`src/rtl/rv32i_pkg.sv`:
```
`default_nettype none
// rv32i_pkg -- shared RV32I front-end types and halfword sizing constants. Rev 1.0
package rv32i_pkg;

  typedef logic [31:0] rv32i_t;

  localparam int HW_CNT_W = 3;
  typedef logic [HW_CNT_W-1:0] hw_cnt_t;

  localparam hw_cnt_t INSTR_SIZE_16 = hw_cnt_t'(1);
  localparam hw_cnt_t INSTR_SIZE_32 = hw_cnt_t'(2);

  function automatic logic is_instr32(input logic [15:0] hw);
    return hw[1:0] == 2'b11;
  endfunction

  function automatic hw_cnt_t instr_size(input logic [15:0] hw);
    return is_instr32(hw) ? INSTR_SIZE_32 : INSTR_SIZE_16;
  endfunction

endpackage
`default_nettype wire

```
`src/rtl/aligner_hw_fifo.sv`:
```
`default_nettype none
// aligner_hw_fifo -- 4-entry halfword shift FIFO; head is always entry 0. Rev 1.0
module aligner_hw_fifo
  import rv32i_pkg::*;
(
  input  logic        clk,
  input  logic        rst,
  input  logic        flush_i,
  input  logic        pop_i,
  input  hw_cnt_t     push_cnt_i,
  input  logic [15:0] push_hw0_i,
  input  logic [15:0] push_hw1_i,
  output hw_cnt_t     count_o,
  output hw_cnt_t     pop_cnt_o,
  output logic        instr_valid_o,
  output rv32i_t      instr_o
);

  localparam int DEPTH = 4;

  logic [15:0] hw_q [DEPTH];
  logic [15:0] hw_d [DEPTH];
  hw_cnt_t     count_q, count_d, remain;
  logic [1:0]  src;
  logic        valid_q, valid_d;
  rv32i_t      instr_q, instr_d;

  assign pop_cnt_o     = pop_i ? instr_size(hw_q[0]) : '0;
  assign count_o       = count_q;
  assign instr_valid_o = valid_q;
  assign instr_o       = instr_q;

  // Survivors shift down by the pop amount, new halfwords land right behind them.
  always_comb begin
    remain = count_q - pop_cnt_o;
    src    = '0;
    for (int i = 0; i < DEPTH; i++) begin
      hw_d[i] = hw_q[i];
      src     = 2'(i) + pop_cnt_o[1:0];
      if (hw_cnt_t'(i) < remain) begin
        hw_d[i] = hw_q[src];
      end else if (hw_cnt_t'(i) == remain && push_cnt_i != '0) begin
        hw_d[i] = push_hw0_i;
      end else if (hw_cnt_t'(i) == remain + INSTR_SIZE_16 && push_cnt_i == INSTR_SIZE_32) begin
        hw_d[i] = push_hw1_i;
      end
    end
    count_d = remain + push_cnt_i;
    if (flush_i) begin
      count_d = '0;
    end
    valid_d = (count_d >= INSTR_SIZE_32) ||
              (count_d == INSTR_SIZE_16 && !is_instr32(hw_d[0]));
    instr_d = instr_q;
    if (valid_d) begin
      instr_d = is_instr32(hw_d[0]) ? {hw_d[1], hw_d[0]} : {16'h0000, hw_d[0]};
    end
  end

  always_ff @(posedge clk or posedge rst) begin
    if (rst) begin
      for (int i = 0; i < DEPTH; i++) begin
        hw_q[i] <= '0;
      end
      count_q <= '0;
      valid_q <= 1'b0;
      instr_q <= '0;
    end else begin
      for (int i = 0; i < DEPTH; i++) begin
        hw_q[i] <= hw_d[i];
      end
      count_q <= count_d;
      valid_q <= valid_d;
      instr_q <= instr_d;
    end
  end

endmodule
`default_nettype wire

```
`src/rtl/instruction_aligner.sv`:
```
`default_nettype none
// instruction_aligner -- fetches words and realigns RV32I/RVC halfwords into instructions. Rev 1.0
module instruction_aligner
  import rv32i_pkg::*;
#(
  parameter logic [31:0] RESET_PC = 32'h0000_0000
) (
  input  logic        clk,
  input  logic        rst,
  output logic        req_valid,
  input  logic        req_ready,
  output logic [31:0] req_addr,
  input  logic        rsp_valid,
  input  logic [31:0] rsp_data,
  input  logic        redirect_valid,
  input  logic [31:0] redirect_pc,
  output logic        instr_valid,
  input  logic        instr_ready,
  output logic [31:0] instr,
  output logic [31:0] instr_pc
);

  logic [31:0] fetch_addr_q, fetch_addr_d;
  logic [31:0] pc_q, pc_d;
  logic        outstanding_q, outstanding_d;
  logic        epoch_q, epoch_d;
  logic        req_epoch_q, req_epoch_d;
  logic        half_skip_q, half_skip_d;

  hw_cnt_t     count, pop_cnt, push_cnt;
  logic [15:0] push_hw0, push_hw1;
  logic        pop, req_fire, rsp_take;

  assign pop       = instr_valid && instr_ready && !redirect_valid;
  assign req_valid = !rst && !outstanding_q && !redirect_valid &&
                     ((count - pop_cnt) <= INSTR_SIZE_32);
  assign req_addr  = fetch_addr_q;
  assign instr_pc  = pc_q;
  assign req_fire  = req_valid && req_ready;
  // Only the current epoch's response is kept; redirect in the same cycle wins.
  assign rsp_take  = rsp_valid && outstanding_q && (req_epoch_q == epoch_q) && !redirect_valid;

  always_comb begin
    fetch_addr_d  = fetch_addr_q;
    pc_d          = pc_q;
    outstanding_d = outstanding_q;
    epoch_d       = epoch_q;
    req_epoch_d   = req_epoch_q;
    half_skip_d   = half_skip_q;
    push_cnt      = '0;
    push_hw0      = rsp_data[15:0];
    push_hw1      = rsp_data[31:16];

    if (req_fire) begin
      outstanding_d = 1'b1;
      req_epoch_d   = epoch_q;
      fetch_addr_d  = fetch_addr_q + 32'd4;
    end
    if (rsp_valid && outstanding_q) begin
      outstanding_d = 1'b0;
    end
    if (rsp_take) begin
      if (half_skip_q) begin
        push_cnt    = INSTR_SIZE_16;
        push_hw0    = rsp_data[31:16];
        half_skip_d = 1'b0;
      end else begin
        push_cnt    = INSTR_SIZE_32;
      end
    end
    if (pop) begin
      pc_d = pc_q + {28'b0, pop_cnt, 1'b0};
    end
    if (redirect_valid) begin
      epoch_d      = ~epoch_q;
      fetch_addr_d = redirect_pc & ~32'd3;
      pc_d         = redirect_pc & ~32'd1;
      half_skip_d  = redirect_pc[1];
    end
  end

  always_ff @(posedge clk or posedge rst) begin
    if (rst) begin
      fetch_addr_q  <= RESET_PC & ~32'd3;
      pc_q          <= RESET_PC & ~32'd3;
      outstanding_q <= 1'b0;
      epoch_q       <= 1'b0;
      req_epoch_q   <= 1'b0;
      half_skip_q   <= 1'b0;
    end else begin
      fetch_addr_q  <= fetch_addr_d;
      pc_q          <= pc_d;
      outstanding_q <= outstanding_d;
      epoch_q       <= epoch_d;
      req_epoch_q   <= req_epoch_d;
      half_skip_q   <= half_skip_d;
    end
  end

  aligner_hw_fifo u_fifo (
    .clk           (clk),
    .rst           (rst),
    .flush_i       (redirect_valid),
    .pop_i         (pop),
    .push_cnt_i    (push_cnt),
    .push_hw0_i    (push_hw0),
    .push_hw1_i    (push_hw1),
    .count_o       (count),
    .pop_cnt_o     (pop_cnt),
    .instr_valid_o (instr_valid),
    .instr_o       (instr)
  );

endmodule
`default_nettype wire

```
`config.mk`:
```
export PLATFORM = sky130hd
export DESIGN_NAME = instruction_aligner
export DESIGN_NICKNAME = d
export VERILOG_FILES = /design/src/rtl/rv32i_pkg.sv /design/src/rtl/aligner_hw_fifo.sv /design/src/rtl/instruction_aligner.sv
export SDC_FILE = /design/constraint.sdc
export NUM_CORES = 1
export LEC_CHECK = 0
export ABC_AREA = 1
export CAP_MARGIN = 20
export CORE_MARGIN = 1
export CORE_UTILIZATION = 35
export DETAILED_ROUTE_END_ITERATION = 10
export PLACE_DENSITY = 0.63
export REMOVE_ABC_BUFFERS = 1
export SYNTH_ARGS = -nofsm -noshare
export SYNTH_HDL_FRONTEND = slang
export SYNTH_SLANG_ARGS = --single-unit
```
`constraint.sdc`:
```
create_clock -name clk -period 7.2 [get_ports clk]
set_input_delay 1.08 -clock clk [delete_from_list [all_inputs] [get_ports clk]]
set_output_delay 1.08 -clock clk [all_outputs]
set_load 0.03 [all_outputs]
```
# Yosys cells after proc, flatten, opt, wreduce, memory -nomap -nowiden
# Index checks and enable logic that the tools add are counted.
dict set report word_totals {
  word_cells 119
  reg_bits 168
  output_inout_bits 98
}
dict set report classes {
  add_sub_neg 8
  n_eq_ne 11
  n_reduce_logical 32
  bitwise_logic 5
  muxes 40
  magnitude_cmp 10
}
# op count
set op_table {}
lappend op_table {{16-bit two-way mux} 22}
lappend op_table {{32-bit two-way mux} 5}
lappend op_table {{16-bit binary-select mux with 2-bit select} 4}
lappend op_table {{32-bit by 3-bit adder with 32-bit output, second input constant} 1}
lappend op_table {{32-bit by 4-bit adder with 32-bit output} 1}
lappend op_table {{1-bit logical AND} 18}
lappend op_table {{2-bit by 3-bit == test with 1-bit output, first input constant} 4}
lappend op_table {{3-bit >= comparator, second input constant} 4}
lappend op_table {{2-bit NOT with 3-bit output} 4}
lappend op_table {{3-bit nonzero test} 3}
lappend op_table {{2-bit nonzero test} 4}
lappend op_table {{1-bit by 3-bit == test with 1-bit output, first input constant} 2}
lappend op_table {{2-bit == test, second input constant} 3}
lappend op_table {{3-bit zero test} 2}
lappend op_table {{1-bit by 3-bit less-than comparator with 1-bit output, first input constant} 2}
lappend op_table {{2-bit by 3-bit less-than comparator with 1-bit output, first input constant} 2}
lappend op_table {{2-bit two-way mux} 3}
lappend op_table {{3-bit two-way mux} 2}
lappend op_table {{2-bit adder, first input constant} 2}
lappend op_table {{1-bit zero test} 4}
lappend op_table {{1-bit two-way mux} 4}
lappend op_table {{3-bit by 1-bit adder with 3-bit output, second input constant} 1}
lappend op_table {{3-bit by 2-bit adder with 3-bit output} 1}
lappend op_table {{3-bit by 1-bit == test with 1-bit output, second input constant} 1}
lappend op_table {{7 further kinds} 7}

# Longest topological paths before layout
dict set report depth {
  depth_word 14
  ltp_mapped 22
  mapped_depth_nobuf 22
}

# Hierarchy
# A second synthesis with hierarchy kept.
dict set report unflattened {
  hier_cells 1645
  hier_area_um2 11222.0
}
# mod area_per_inst_um2 cells_per_inst instances
set modules_own_cells {}
lappend modules_own_cells {aligner_hw_fifo 6213.5 838 1}
lappend modules_own_cells {instruction_aligner 5008.6 807 1}

# Worst setup path before layout
# No wires, ideal clock.
dict set report synth_path {
  path_kind {input -> output}
  start {input port instr_ready}
  end {output port req_valid}
  t_arrival_ns 3.309
  required_ns 6.120
  cell_stages 11
  setup_slack_ns 2.811
  cell_sequence {nand2_1 -> nor2_2 -> buf_2 -> nand3_1 -> clkbuf_1 -> fa_1 -> nand2_1 -> inv_1 -> nor2_4 -> inv_1 -> nor3_2}
}
dict set report synth_between {
  elab_chain_cells 6
}
# item line_no
set synth_rtl {}
lappend synth_rtl {{start: declaration} instruction_aligner.sv:18} ;# input logic instr_ready,
lappend synth_rtl {{1-bit logical AND (2 in series)} instruction_aligner.sv:34} ;# assign pop = instr_valid && instr_ready && !redirect_valid;
lappend synth_rtl {{3-bit two-way mux} aligner_hw_fifo.sv:28} ;# assign pop_cnt_o = pop_i ? instr_size(hw_q[0]) : '0;
lappend synth_rtl {{3-bit subtractor} instruction_aligner.sv:36} ;# ((count - pop_cnt) <= INSTR_SIZE_32);
lappend synth_rtl {{3-bit by 2-bit less-or-equal comparator with 1-bit output} instruction_aligner.sv:36}
lappend synth_rtl {{1-bit logical AND} instruction_aligner.sv:35} ;# assign req_valid = !rst && !outstanding_q && !redirect_valid &&
lappend synth_rtl {{end: declaration} instruction_aligner.sv:10} ;# output logic req_valid,
# No other way between the ends.

==> results.cfg <==
[timing]
report.final.setup_viol = 0
setup_total_negative_slack_ps = 0
grt_setup_unrepaired = no
timing.slew.headroom_pct = 28.81
finalHoldWorstSlack_ps = 502.3
fmax_mhz = 171.1
worst_pin_slew_ps = 1064
fin_skew_ps = 13.81
slew_viol_final = 0
final.period_utilization_pct = 81.20
hold_viol = 0
final.min_clock_period_ps = 5846

[synth]
synth_area_leader_cell = sky130_fd_sc_hd__dfrtp_1
main_synth_ff_type = sky130_fd_sc_hd__dfrtp_1
synthDominantCellAreaShare_pct = 39.92
synth_seq_cells = 165
async_reset_ff_share_pct = 100.0
synth_seq_area_share_pct = 39.92
postSynthAreaPerCell_um2 = 7.331
synth.top_cells.by_area = sky130_fd_sc_hd__dfrtp_1 (40%), sky130_fd_sc_hd__nand2_1 (15%), sky130_fd_sc_hd__o21ai_0 (6.1%)
yosys.cell_count.top_type = sky130_fd_sc_hd__nand2_1
post_synth_inst_count = 1411
synthesis.yosys.warnings = 0
number_of_flops_mapped_to_enable_cells_by_yosys = 0
syn_area_mm2 = 0.01034
library_cells_used_by_synthesis = 45
most_instantiated_cells_after_synthesis = sky130_fd_sc_hd__nand2_1 (406), sky130_fd_sc_hd__dfrtp_1 (165), sky130_fd_sc_hd__inv_1 (149), sky130_fd_sc_hd__o21ai_0 (127), sky130_fd_sc_hd__nand3_1 (87)

[hold_path]
worstHoldStart = u_fifo.instr_o[21]
hold_path.class = reg -> reg
min_path_cells = 2
hold_path_end = u_fifo.instr_o[21]

[finish]
area.growth.synth_to_final_pct = 23.89
layout.core_utilization_pct = 44.41
nets = 1620
sequential_cell_area_mm2 = 0.004129
drive_gt1_share_pct = 5.663
multi_input_comb_area_mm2 = 0.005279
antenna_cells = 0
design_area_mm2 = 0.01281
fill_cells = 2923

[placement]
place_congestion = 0.9722
io_buffers = 163
placed_area_mm2 = 0.01223
post-dp-hpwl_um = 24930

[routing]
viasPerCell = 5.582
ant_nets = 0
drc_violation_total_after_the_first_tritonroute_iteration = 1218
routed_wirelength_um = 37020
avgRoutedWirePerCell_um = 19.10
drt-pass1-iter-count = 6
residual_drc = 0
vias = 10820

[worst_setup_path]
cp-start-kind = input pin
cp_common_cell = sky130_fd_sc_hd__nand2_1
worst_case_reg_to_reg_path_depth = 20
worst_ep_required_time_ps = 7520
worst_setup_path_end_kind = register
critPathSlowestCell = sky130_fd_sc_hd__nor2_4
critical_path_peak_fanout = 23
path_cells = clkdlybuf4s50_1, nand2_1, nor2_4, nand2_1, clkinv_1, ha_1, inv_1, fa_1, inv_1, nand2_1, nand2_2, nand2_2, nor2_4, nand2_1, buf_4, nor2_4, inv_2, a21oi_1, o21ai_0, nand2_1, nand2_1, nand2_1, nand2_1
critPathMaxStageDelay_ps = 680
reg2reg_start = u_fifo.instr_valid_o
critical-path-top-delay-family = simple AND/OR/NAND/NOR gates
timing.reg2reg.setup_slack_ps = 2040
critical_path_arrival_ps = 6170
rr_endpoint = u_fifo.instr_o[23]
worstPathBufferInverterCount = 6
timing.setup.critical_path_class = in -> reg

[global_routing]
globalRouteTotalUtil_pct = 24.58
grt_pass1_wl_um = 57990
total_global_routing_overflow = 0
grt_antenna_before_repair = 0
via_count_of_the_first_global_routing_pass = 10360
maximum_number_of_pins_on_one_net_before_global_route_repair = 101

[clock_tree]
cts_post_setup_buffers_inserted = 0
cts.root.buffer_cell = sky130_fd_sc_hd__clkbuf_16
numClockSinks = 165
cts_tree = built
insertion_delay_to_the_later_sink_of_the_worst_skew_pair_ps = 440
clk_path_buf_depth = 2
post_cts_resized = 0
cts_hold_buf = 0
clock_tree.htree_level_count = 4
tritoncts.num_buffers = 17
clk_pin_slew_worst_paths_ps = 60

[run_status]
outcome = finished, final reports clean

[floorplan]
initial_utilization_pct = 35.84
die_y_um = 173.9
die_x_um = 173.9
floorplan.rows = 62
design.core.area_mm2 = 0.02886
num_io_pins = 168
die_area_mm2 = 0.03024

[flow_run]
cap_viol_max_count = 0

[pwr]
total_leakage_power_uw = 0.005655
fin_total_pwr_uw = 4452
power.density_cell_area_mw_per_mm2 = 347.4
ir_worst_vdd_mv = 0.1616
-- worst max-delay path by stage --
stage                               endpoint  cells past startpoint        start  slack, ps
after floorplan                 req_addr[26]                     21  instr_ready        450
after global placement    u_fifo.instr_o[31]                     23  instr_ready       1030
after detailed placement  u_fifo.instr_o[18]                     23  instr_ready        990
after CTS                 u_fifo.instr_o[23]                     23  instr_ready       1440
after global routing      u_fifo.instr_o[18]                     23  instr_ready       1070
final                     u_fifo.instr_o[23]                     23  instr_ready       1350
-- stage by stage --
stage | setup slack, ps | std cells
5_1_grt | 1065 | 1938
3_5_place_dp | 993.3 | 1907
6_report | 1354 | 1938
3_3_place_gp | 1030 | 1907
2_1_floorplan | 448.1 | 1347
4_1_cts | 1438 | 1938
-- registers in the layout, summed over array words and instances (netlist names) --
register	cells
u_fifo.count_o	3
outstanding_q	1
instr_pc	31
req_addr	30
u_fifo.instr_o	32
u_fifo.instr_valid_o	1
req_epoch_q	1
half_skip_q	1
u_fifo.hw_q	64
epoch_q	1
-- power breakdown --
part | switching (µW) | internal (µW) | leakage [µW] | total, µW
registers | 252 | 1250 | 0.00206 | 1500
clock network | 416 | 525 | 0.000275 | 941
logic | 1330 | 686 | 0.00332 | 2010
total | 1990 | 2460 | 0.00566 | 4450
-- cell families (layout without fill, tap and decap cells) --
family	count (synthesis)	in the layout	share of synthesized area, %
AOI/OAI and AO/OA	331	331	19.66
xor gates and xnor gates	49	49	4.149
adders and majority gates	8	8	1.185
buffers and inverters	229	370	9.193
DFF	165	165	39.92
other	1	3	0.03625
and+or+nand+nor	628	628	25.86
-- placed cells by master, fill, tap and decap left out, types with 14 or more instances in the layout --
cell / synthesis / layout
sky130_fd_sc_hd__o211ai_1: 44 / 44
sky130_fd_sc_hd__buf_4: 7 / 14
sky130_fd_sc_hd__nor2_1: 62 / 61
sky130_fd_sc_hd__xor2_1: 41 / 41
sky130_fd_sc_hd__o21ai_1: 16 / 16
sky130_fd_sc_hd__nand2_1: 406 / 406
sky130_fd_sc_hd__a22oi_1: 14 / 14
sky130_fd_sc_hd__o22ai_1: 39 / 39
sky130_fd_sc_hd__clkdlybuf4s50_1: 0 / 161
sky130_fd_sc_hd__inv_1: 149 / 148
sky130_fd_sc_hd__o21ai_0: 127 / 127
sky130_fd_sc_hd__clkbuf_16: 0 / 17
sky130_fd_sc_hd__o221ai_1: 21 / 21
sky130_fd_sc_hd__dfrtp_1: 165 / 165
sky130_fd_sc_hd__nand4_1: 18 / 18
sky130_fd_sc_hd__nor3_1: 24 / 24
sky130_fd_sc_hd__a21oi_1: 42 / 42
sky130_fd_sc_hd__nand3_1: 87 / 87
-- per-layer routing --
metal | up-vias | GRT usage, % | share of wire, % | routed length (µm)
met1 | 5117 | 32.54 | 42 | 15590
met2 | 615 | 40.05 | 46 | 17090
met5 | - | 0 | 0 | 0
met4 | 0 | 9.539 | 2.9 | 1086
li1 | 4994 | - | - | -
met3 | 91 | 4.134 | 8.8 | 3253
-- layout make-up --
class	instances	area share [%]
Clock buffer	19	3.456
Sequential cell	165	32.22
Inverter	163	4.814
Clock inverter	12	1.133
Multi-Input combinational cell	1019	41.19
Timing Repair Buffer	176	13.43
Tap cell	384	3.749
-- worst register-to-register path, delay by kind of cell (launching register included) --
family | cells | cell delay (ps)
simple gates | 11 | 2260
buf+inv | 5 | 1230
fa+ha+maj | 2 | 870
flops | 1 | 390
compound gates | 2 | 300
(Power assumes the default switching activity.)
